===== src/rtl/button_pkg.sv =====
// Shared types and helpers for the push-button conditioning block.
// Holds the per-channel state encoding and the ms-to-cycles conversion.
package button_pkg;

    typedef enum logic [1:0] {
        RELEASED     = 2'd0,
        PRESS_PEND   = 2'd1,
        PRESSED      = 2'd2,
        RELEASE_PEND = 2'd3
    } btn_state_e;

    localparam logic [1:0] ST_RELEASED     = RELEASED;
    localparam logic [1:0] ST_PRESS_PEND   = PRESS_PEND;
    localparam logic [1:0] ST_PRESSED      = PRESSED;
    localparam logic [1:0] ST_RELEASE_PEND = RELEASE_PEND;

    function automatic int unsigned ms_to_cycles(input int unsigned freq, input int unsigned ms);
        return freq / 1000 * ms;
    endfunction

endpackage


===== src/rtl/button_debouncer_if.sv =====
// Bundle of raw button pins and conditioned outputs, one bit per channel.
// Every output is registered; strobes are high for exactly one clk30 cycle.
interface button_debouncer_if #(
    parameter int unsigned N_BTN = 2
);
    logic [N_BTN-1:0]   button;
    logic [N_BTN-1:0]   pressed;
    logic [N_BTN-1:0]   press_pulse;
    logic [N_BTN-1:0]   release_pulse;
    logic [N_BTN-1:0]   long_pulse;
    logic [2*N_BTN-1:0] state_dbg;

    modport master (
        output button,
        input  pressed, press_pulse, release_pulse, long_pulse, state_dbg
    );

    modport slave (
        input  button,
        output pressed, press_pulse, release_pulse, long_pulse, state_dbg
    );
endinterface


===== src/rtl/debounce_channel.sv =====
// One button channel: 2-flop synchroniser, debounce FSM, hold-off and long-press counters.
// A state change only happens after the synchronised input has been stable for DB_CYCLES.
module debounce_channel
    import button_pkg::*;
#(
    parameter int unsigned CLK_FREQ    = 30000000,
    parameter int unsigned DEBOUNCE_MS = 10,
    parameter int unsigned LONG_MS     = 1000
) (
    input  logic       clk30,
    input  logic       rst_n,
    input  logic       button_n,
    output logic       pressed,
    output logic       press_pulse,
    output logic       release_pulse,
    output logic       long_pulse,
    output logic [1:0] state_dbg
);

    localparam int unsigned DB_CYCLES   = ms_to_cycles(CLK_FREQ, DEBOUNCE_MS);
    localparam int unsigned LONG_CYCLES = ms_to_cycles(CLK_FREQ, LONG_MS);
    localparam int unsigned DB_W        = $clog2(DB_CYCLES);
    localparam int unsigned LONG_W      = $clog2(LONG_CYCLES);
    localparam logic [DB_W-1:0]   DB_LAST   = DB_W'(DB_CYCLES - 1);
    localparam logic [LONG_W-1:0] LONG_LAST = LONG_W'(LONG_CYCLES - 1);

    logic [1:0]        sync_q, sync_d;
    logic [1:0]        state_q, state_d;
    logic [DB_W-1:0]   db_cnt_q, db_cnt_d;
    logic [LONG_W-1:0] hold_cnt_q, hold_cnt_d;
    logic              long_done_q, long_done_d;
    logic              pressed_q, pressed_d;
    logic              press_pulse_q, press_pulse_d;
    logic              release_pulse_q, release_pulse_d;
    logic              long_pulse_q, long_pulse_d;
    logic              s;

    // Pin is active-low, so a 0 out of the synchroniser means "pressed".
    assign sync_d = {sync_q[0], button_n};
    assign s      = ~sync_q[1];

    always_comb begin
        state_d         = state_q;
        db_cnt_d        = db_cnt_q;
        hold_cnt_d      = hold_cnt_q;
        long_done_d     = long_done_q;
        press_pulse_d   = 1'b0;
        release_pulse_d = 1'b0;
        long_pulse_d    = 1'b0;
        case (state_q)
            ST_RELEASED: begin
                if (s) begin
                    state_d  = ST_PRESS_PEND;
                    db_cnt_d = '0;
                end
            end
            ST_PRESS_PEND: begin
                if (!s) begin
                    state_d = ST_RELEASED;
                end else if (db_cnt_q == DB_LAST) begin
                    state_d       = ST_PRESSED;
                    hold_cnt_d    = '0;
                    long_done_d   = 1'b0;
                    press_pulse_d = 1'b1;
                end else begin
                    db_cnt_d = db_cnt_q + 1'b1;
                end
            end
            ST_PRESSED: begin
                if (!s) begin
                    state_d  = ST_RELEASE_PEND;
                    db_cnt_d = '0;
                end else if (!long_done_q) begin
                    // hold_cnt parks at its last value once the long press has fired.
                    if (hold_cnt_q == LONG_LAST) begin
                        long_done_d  = 1'b1;
                        long_pulse_d = 1'b1;
                    end else begin
                        hold_cnt_d = hold_cnt_q + 1'b1;
                    end
                end
            end
            ST_RELEASE_PEND: begin
                if (s) begin
                    state_d = ST_PRESSED;
                end else if (db_cnt_q == DB_LAST) begin
                    state_d         = ST_RELEASED;
                    release_pulse_d = 1'b1;
                end else begin
                    db_cnt_d = db_cnt_q + 1'b1;
                end
            end
            default: begin
                state_d = ST_RELEASED;
            end
        endcase
        pressed_d = (state_d == ST_PRESSED) || (state_d == ST_RELEASE_PEND);
    end

    always_ff @(posedge clk30 or negedge rst_n) begin
        if (!rst_n) begin
            sync_q          <= 2'b11;
            state_q         <= ST_RELEASED;
            db_cnt_q        <= '0;
            hold_cnt_q      <= '0;
            long_done_q     <= 1'b0;
            pressed_q       <= 1'b0;
            press_pulse_q   <= 1'b0;
            release_pulse_q <= 1'b0;
            long_pulse_q    <= 1'b0;
        end else begin
            sync_q          <= sync_d;
            state_q         <= state_d;
            db_cnt_q        <= db_cnt_d;
            hold_cnt_q      <= hold_cnt_d;
            long_done_q     <= long_done_d;
            pressed_q       <= pressed_d;
            press_pulse_q   <= press_pulse_d;
            release_pulse_q <= release_pulse_d;
            long_pulse_q    <= long_pulse_d;
        end
    end

    assign pressed       = pressed_q;
    assign press_pulse   = press_pulse_q;
    assign release_pulse = release_pulse_q;
    assign long_pulse    = long_pulse_q;
    assign state_dbg     = state_q;

endmodule


===== src/rtl/button_debouncer.sv =====
// Conditions N_BTN raw active-low push-buttons into clean levels and event strobes.
// Channels are fully independent copies of debounce_channel.
module button_debouncer
    import button_pkg::*;
#(
    parameter int unsigned CLK_FREQ    = 30000000,
    parameter int unsigned DEBOUNCE_MS = 10,
    parameter int unsigned LONG_MS     = 1000,
    parameter int unsigned N_BTN       = 2
) (
    input  logic              clk30,
    input  logic              rst_n,
    button_debouncer_if.slave bus
);

    for (genvar i = 0; i < int'(N_BTN); i++) begin : g_ch
        debounce_channel #(
            .CLK_FREQ    (CLK_FREQ),
            .DEBOUNCE_MS (DEBOUNCE_MS),
            .LONG_MS     (LONG_MS)
        ) u_ch (
            .clk30         (clk30),
            .rst_n         (rst_n),
            .button_n      (bus.button[i]),
            .pressed       (bus.pressed[i]),
            .press_pulse   (bus.press_pulse[i]),
            .release_pulse (bus.release_pulse[i]),
            .long_pulse    (bus.long_pulse[i]),
            .state_dbg     (bus.state_dbg[2*i +: 2])
        );
    end

endmodule


===== src/flat_wrapper.sv =====
// flat-port wrapper written by rule: the top's interface ports become plain ports
module button_debouncer_flat import button_pkg::*;
#(
    parameter int unsigned CLK_FREQ    = 30000000,
    parameter int unsigned DEBOUNCE_MS = 10,
    parameter int unsigned LONG_MS     = 1000,
    parameter int unsigned N_BTN       = 2
)
  (clk30, rst_n, bus_button, bus_pressed, bus_press_pulse, bus_release_pulse, bus_long_pulse, bus_state_dbg);
  button_debouncer_if #(.N_BTN(N_BTN)) bus_i ();
  input  logic clk30;
  input  logic rst_n;
  input wire logic [$bits(bus_i.button)-1:0] bus_button;
  output wire logic [$bits(bus_i.pressed)-1:0] bus_pressed;
  output wire logic [$bits(bus_i.press_pulse)-1:0] bus_press_pulse;
  output wire logic [$bits(bus_i.release_pulse)-1:0] bus_release_pulse;
  output wire logic [$bits(bus_i.long_pulse)-1:0] bus_long_pulse;
  output wire logic [$bits(bus_i.state_dbg)-1:0] bus_state_dbg;
  assign bus_i.button = bus_button;
  assign bus_pressed = bus_i.pressed;
  assign bus_press_pulse = bus_i.press_pulse;
  assign bus_release_pulse = bus_i.release_pulse;
  assign bus_long_pulse = bus_i.long_pulse;
  assign bus_state_dbg = bus_i.state_dbg;
  button_debouncer #(.CLK_FREQ(CLK_FREQ), .DEBOUNCE_MS(DEBOUNCE_MS), .LONG_MS(LONG_MS), .N_BTN(N_BTN)) u_core (.clk30(clk30), .rst_n(rst_n), .bus(bus_i));
endmodule

===== config.mk =====
export PLATFORM = sky130hd
export DESIGN_NAME = button_debouncer_flat
export DESIGN_NICKNAME = d
export VERILOG_FILES = /design/src/rtl/button_pkg.sv /design/src/rtl/button_debouncer_if.sv /design/src/rtl/debounce_channel.sv /design/src/rtl/button_debouncer.sv /design/src/flat_wrapper.sv
export SDC_FILE = /design/constraint.sdc
export NUM_CORES = 1
export LEC_CHECK = 0
export CAP_MARGIN = 10
export CORE_AREA = 8 8 121 123
export CTS_CLUSTER_SIZE = 30
export DETAILED_ROUTE_END_ITERATION = 7
export DIE_AREA = 0 0 129 131
export RECOVER_POWER = 100
export SLEW_MARGIN = 20
export SYNTH_ARGS = -nofsm -noshare
export SYNTH_HDL_FRONTEND = slang
export SYNTH_HIERARCHICAL = 1
export SYNTH_SLANG_ARGS = --single-unit

===== constraint.sdc =====
create_clock -name clk30 -period 2.5 [get_ports clk30]
set_clock_uncertainty 0.2 [all_clocks]
set_input_delay 0.375 -clock clk30 [delete_from_list [all_inputs] [get_ports clk30]]
set_output_delay 0.375 -clock clk30 [all_outputs]
set_load 0.02 [all_outputs]

== Yosys cells after proc, flatten, opt, wreduce, memory -nomap -nowiden ==
Cells that the tools add are included.
Storage, ports and cells
  bits in registers: 106
  input bits: 4
  output and inout port bits: 12
Cells by class
  add/subtract/negate cells: 4
  equality and inequality tests: 30
  mux-type cells: 66
  reduce and logical (&&, ||, !) cells: 12
Operators by type and width (count)
  $mux 25: 10
  $mux 19: 10
  $pmux 19 s4: 2
  $pmux 25 s2: 2
  $add 25x1->25 const B: 2
  $eq 25x25->1 const B: 2
  $add 19x1->19 const B: 2
  $eq 19x19->1 const B: 2
  $ne 2x2->1 const B: 16
  $mux 1: 26
  $mux 2: 12
  $eq 2x2->1 const B: 8
  $pmux 2 s4: 2
  $reduce_and 4->1: 4
  $reduce_and 6->1: 2
  $eq 2x1->1 const B: 2
  $logic_not 2->1: 2
  $pmux 1 s2: 2
  $reduce_bool 2->1: 2
  $logic_or 1x1->1: 2

== Logic depth before layout (Yosys ltp) ==
  word-level depth: 6
  depth in mapped cells: 8
  depth with buffers taken out: 7

== Cells and area by module ==
The synthesis kept the hierarchy.
By module, submodules not included
  debounce_channel (u_core.g_ch[0].u_ch): instances 1, cells each 313, area an instance 2929.1 um^2, sequential area each 1328.8 um^2
  debounce_channel (u_core.g_ch[1].u_ch): instances 1, cells each 300, area an instance 2897.8 um^2, sequential area each 1328.8 um^2

== Worst setup path after synthesis ==
OpenSTA, ideal clock, no wires.
  path type: reg2reg
  from: register u_core.g_ch[1].u_ch.sync_q[1]
  to: register u_core.g_ch[1].u_ch.db_cnt_q[18]
  arrival: 1.930 ns
  required time: 2.222 ns
  setup slack: 0.292 ns
  cell stages (with the launch flop): 7
  buffers on the path: 1
  period minus slack after synthesis: 2.208 ns
  path through: dfstp_2 -> buf_2 -> xnor2_2 -> nand2_1 -> or4_4 -> or3_1 -> a21oi_1
On the way
  cells in the longest elaborated chain, start to end: 2
  elaborated cells on any way between the ends: 5
Ends and longest elaborated chain
  start, declared: RTL line debounce_channel.sv:27  | logic [1:0] sync_q, sync_d;
  start signal, assigned: RTL line debounce_channel.sv:112  | sync_q <= sync_d;
  $ne 2x2->1 (no line)
  $reduce_and 4->1 (no line) *
  end signal, assigned: RTL line debounce_channel.sv:114  | db_cnt_q <= db_cnt_d;
  end, declared: RTL line debounce_channel.sv:29  | logic [DB_W-1:0] db_cnt_q, db_cnt_d;
Mark *: on every way between the ends. The rest lies on a longest branch, timed or not.
A chain may end at the register's enable or synchronous reset.

== Worst setup path in the final report ==
  from: register u_core.g_ch[1].u_ch.db_cnt_q[7]
  to: register u_core.g_ch[1].u_ch.db_cnt_q[18]
On the way
  cells in the longest elaborated chain, start to end: 4
  elaborated cells on any way between the ends: 6
Ends and longest elaborated chain
  $add 19x1->19 / $eq 19x19->1 (equally long branches)
  $mux 19 *: RTL line debounce_channel.sv:60, debounce_channel.sv:86
  $mux 19, on equally long branches: RTL line debounce_channel.sv:84, debounce_channel.sv:58
  $pmux 19 s4 *: RTL line debounce_channel.sv:50  | case (state_q)
Mark *: on every way between the ends. The rest lies on a longest branch, timed or not. The select of a mux whose other input is x is not followed.

==> metrics.csv <==
metric,value,unit
hold_sp,u_core/g_ch[1].u_ch/sync_q[0]$_DFF_PN1_,
Met3 Wirelength,513,µm
Post-Synthesis Cells,613,
Final Slew Violations,0,
met1 wire length,6.20,mm
critical path data required time,2.58,ns
num ports,16,
# diodes,0,
FP Rows,42,
drt total wl,13.3,mm
postcts setup bufs,0,
routability-driven placement congestion ratio,0.823,
I/O Buffers,15,
initial DRC count,376,
Crit Reg-Reg Endpoint,u_core/g_ch[1].u_ch/db_cnt_q[18]$_DFFE_PN0P_,
Crit-path slowest cell,or4_4,
via count of the first global-routing pass,4886,
post-synth top area cell,dfrtp_1,
final period utilization,0.943,
core area,12900,µm²
WL met2,6.39,mm
syn_nets,621,
Wirelength per Cell,16.1,µm
Post-synth EDFFs,0,
Crit Path Category,reg2reg,
"top cells by count, synth","dfrtp_1, nand2_1, a21oi_1, nor2_1, o31ai_1",
global-route wire length before repair,23.2,mm
Worst Setup End Kind,flop,
status,"finished, final reports clean",
initial antenna violation count,0,
Initial Util,0.453,
Num CTS Buffers,9,
CP Cell Sequence,"and4_1, and4_4, buf_4, or4_4, or3_1, a21oi_1",
"Hold Vio Cnt, Final",0,
Mapped Area,5830,µm²
Finished Cell Area,6590,µm²
die height,131,µm
reg2reg start,u_core/g_ch[1].u_ch/db_cnt_q[7]$_DFFE_PN0P_,
Worst Hold Path EP,u_core/g_ch[1].u_ch/sync_q[1]$_DFF_PN1_,
Final min period,2.36,ns
die area,16900,µm²
fraction of layout cells with a size suffix above 1,0.0985,
Seq cells post-synth,106,
area of the multi-input gates,2970,µm²
final core utilization,0.511,
# nets final,653,
Synth top area share,0.438,
"Warnings, synthesis",6,
Vias,4820,
# DRC,0,
GRT Total Usage,0.170,
CTS tree,yes,
worst hold margin,0.162,ns
total grt overflow,0,
Final HPWL DP,9.35,mm
Hold Path Class,reg2reg,
pin count of the biggest net entering global routing,47,
worst skew pair latency,0.35,ns
DR vias/cell,5.84,
Reg area,2660,µm²
placed cell areas,6320,µm²
CTS max path bufs,2,
hold depth,0,
ys async rst share,1.00,
Die X,129,µm
Final setup violation count,0,
CP arrival,2.44,ns
r2r setup slk,0.14,ns
RSZ-0062 raised after global routing,false,
most numerous cell in the Yosys netlist,dfrtp_1,
ANT nets after route,0,
# Max-Cap Violations,0,
VDD IR-drop max,0.476,mV
clock tree sinks,106,
Worst-Margin Slew,1.28,ns
First-pass DRT Iterations,4,
Setup TNS,0,ns
synth unique cells,64,
clk slew on worst S/H paths,0.07,ns
Synth area leaders,"dfrtp_1, a21oi_1, o31ai_1",
post-synthesis sequential area ratio,0.456,
peak fanout along the critical path,11,
Worst setup SP type,flop,
Syn Area/Cell,9.51,µm²
top_reg_cell synth,dfrtp_1,
top sig layer,met4,
Clock Tree Root,clkbuf_16,
Leak,2.63,nW
crit-path max cell delay,0.55,ns
htree depth,3,
fillers,1219,
Max Fclk,424,MHz
worst r2r path cells,6,
area grow syn2layout,13.0,%
Max-slew headroom,0.150,
Power Density,501,nW/µm²
Tot Pwr,3.30,mW
## state kept, by name, summed over array words and instances (netlist names)
register and flops:
u_core/g_ch.u_ch/hold_cnt_q 50, u_core/g_ch.u_ch/db_cnt_q 38, u_core/g_ch.u_ch/state_dbg 4, u_core/g_ch.u_ch/sync_q 4
u_core/g_ch.u_ch/long_done_q 2, u_core/g_ch.u_ch/long_pulse 2, u_core/g_ch.u_ch/press_pulse 2, u_core/g_ch.u_ch/pressed 2
u_core/g_ch.u_ch/release_pulse 2
## cell type report
type	count	share of cell area
inverter	14	0.00798
clock buffer	11	0.0369
clock inverter	5	0.00836
timing repair buffer	46	0.0595
tap	176	0.0334
sequential	106	0.404
multi-input combinational	468	0.450
## worst max-delay path, delay by kind of cell, from the launching register on
kind	cells	cell delay, ns
DFF	1	0.42
buffers and inverters	1	0.16
and+or+nand+nor	4	1.35
AOI/OAI and AO/OA	1	0.14
## metrics by stage
step	worst slack, ns	instances
2_1_floorplan	0.292	613
3_3_place_gp	0.126	809
3_5_place_dp	0.0486	809
4_1_cts	0.0285	826
5_1_grt	0.0176	826
6_report	0.143	826
## placed cells by master (no fill, tap or decap), drive strengths merged, types with 5 or more instances in the layout
cell	n
dlygate4sd3	15
or3	18
and4	12
clkbuf	22
nor3	13
nand4	21
nand2	55
buf	20
a2111oi	5
inv	14
o31ai	31
o21ai	29
nor2b	5
or4	30
nor4	12
and2	8
nand3	28
a21oi	51
nand2b	14
nor2	40
nor4b	6
xnor2	22
dfrtp	102
and3	15
a211oi	6
mux2i	6
## worst max path at each step
stage               slack [ns]  depth (start not counted)                                              to                                          from
global route              0.02                          3   u_core/g_ch[0].u_ch/hold_cnt_q[9]$_DFFE_PN0P_                                         rst_n
CTS                       0.03                          6  u_core/g_ch[1].u_ch/hold_cnt_q[12]$_DFFE_PN0P_   u_core/g_ch[1].u_ch/db_cnt_q[0]$_DFFE_PN0P_
global placement          0.13                          5  u_core/g_ch[1].u_ch/hold_cnt_q[20]$_DFFE_PN0P_  u_core/g_ch[1].u_ch/db_cnt_q[17]$_DFFE_PN0P_
finish                    0.14                          6    u_core/g_ch[1].u_ch/db_cnt_q[18]$_DFFE_PN0P_   u_core/g_ch[1].u_ch/db_cnt_q[7]$_DFFE_PN0P_
detailed placement        0.05                          6  u_core/g_ch[1].u_ch/hold_cnt_q[12]$_DFFE_PN0P_   u_core/g_ch[1].u_ch/db_cnt_q[0]$_DFFE_PN0P_
floorplan                 0.29                          6    u_core/g_ch[1].u_ch/db_cnt_q[18]$_DFFE_PN0P_       u_core/g_ch[1].u_ch/sync_q[1]$_DFF_PN1_
## logic make-up after synthesis
logic type	count (synthesis)	synth area share
muxes	7	0.0122
DFF	106	0.456
and+or+nand+nor	291	0.293
xor gates and xnor gates	26	0.0404
AOI/OAI and AO/OA	140	0.156
adders and majority gates	4	0.00859
buffers and inverters	39	0.0333
## report_power, final
group	total [mW]	internal, mW	switching, mW
combinational	0.104	0.0325	0.0717
clock	1.44	0.801	0.639
sequential	1.75	1.73	0.0183
total	3.30	2.57	0.729
## per-layer routing
metal	vias to the layer above	track usage
met2	66	0.289
li1	2382	-
met4	0	0.0504
met3	18	0.0463
met5	-	0
met1	2354	0.207
## timing repair
item,in CTS,in global routing
resized for setup,0,2
endpoints found under the setup margin,0,10
hold endpoints to repair,18,0
hold buffers,1,0
Power figures use the tool's default switching activity.
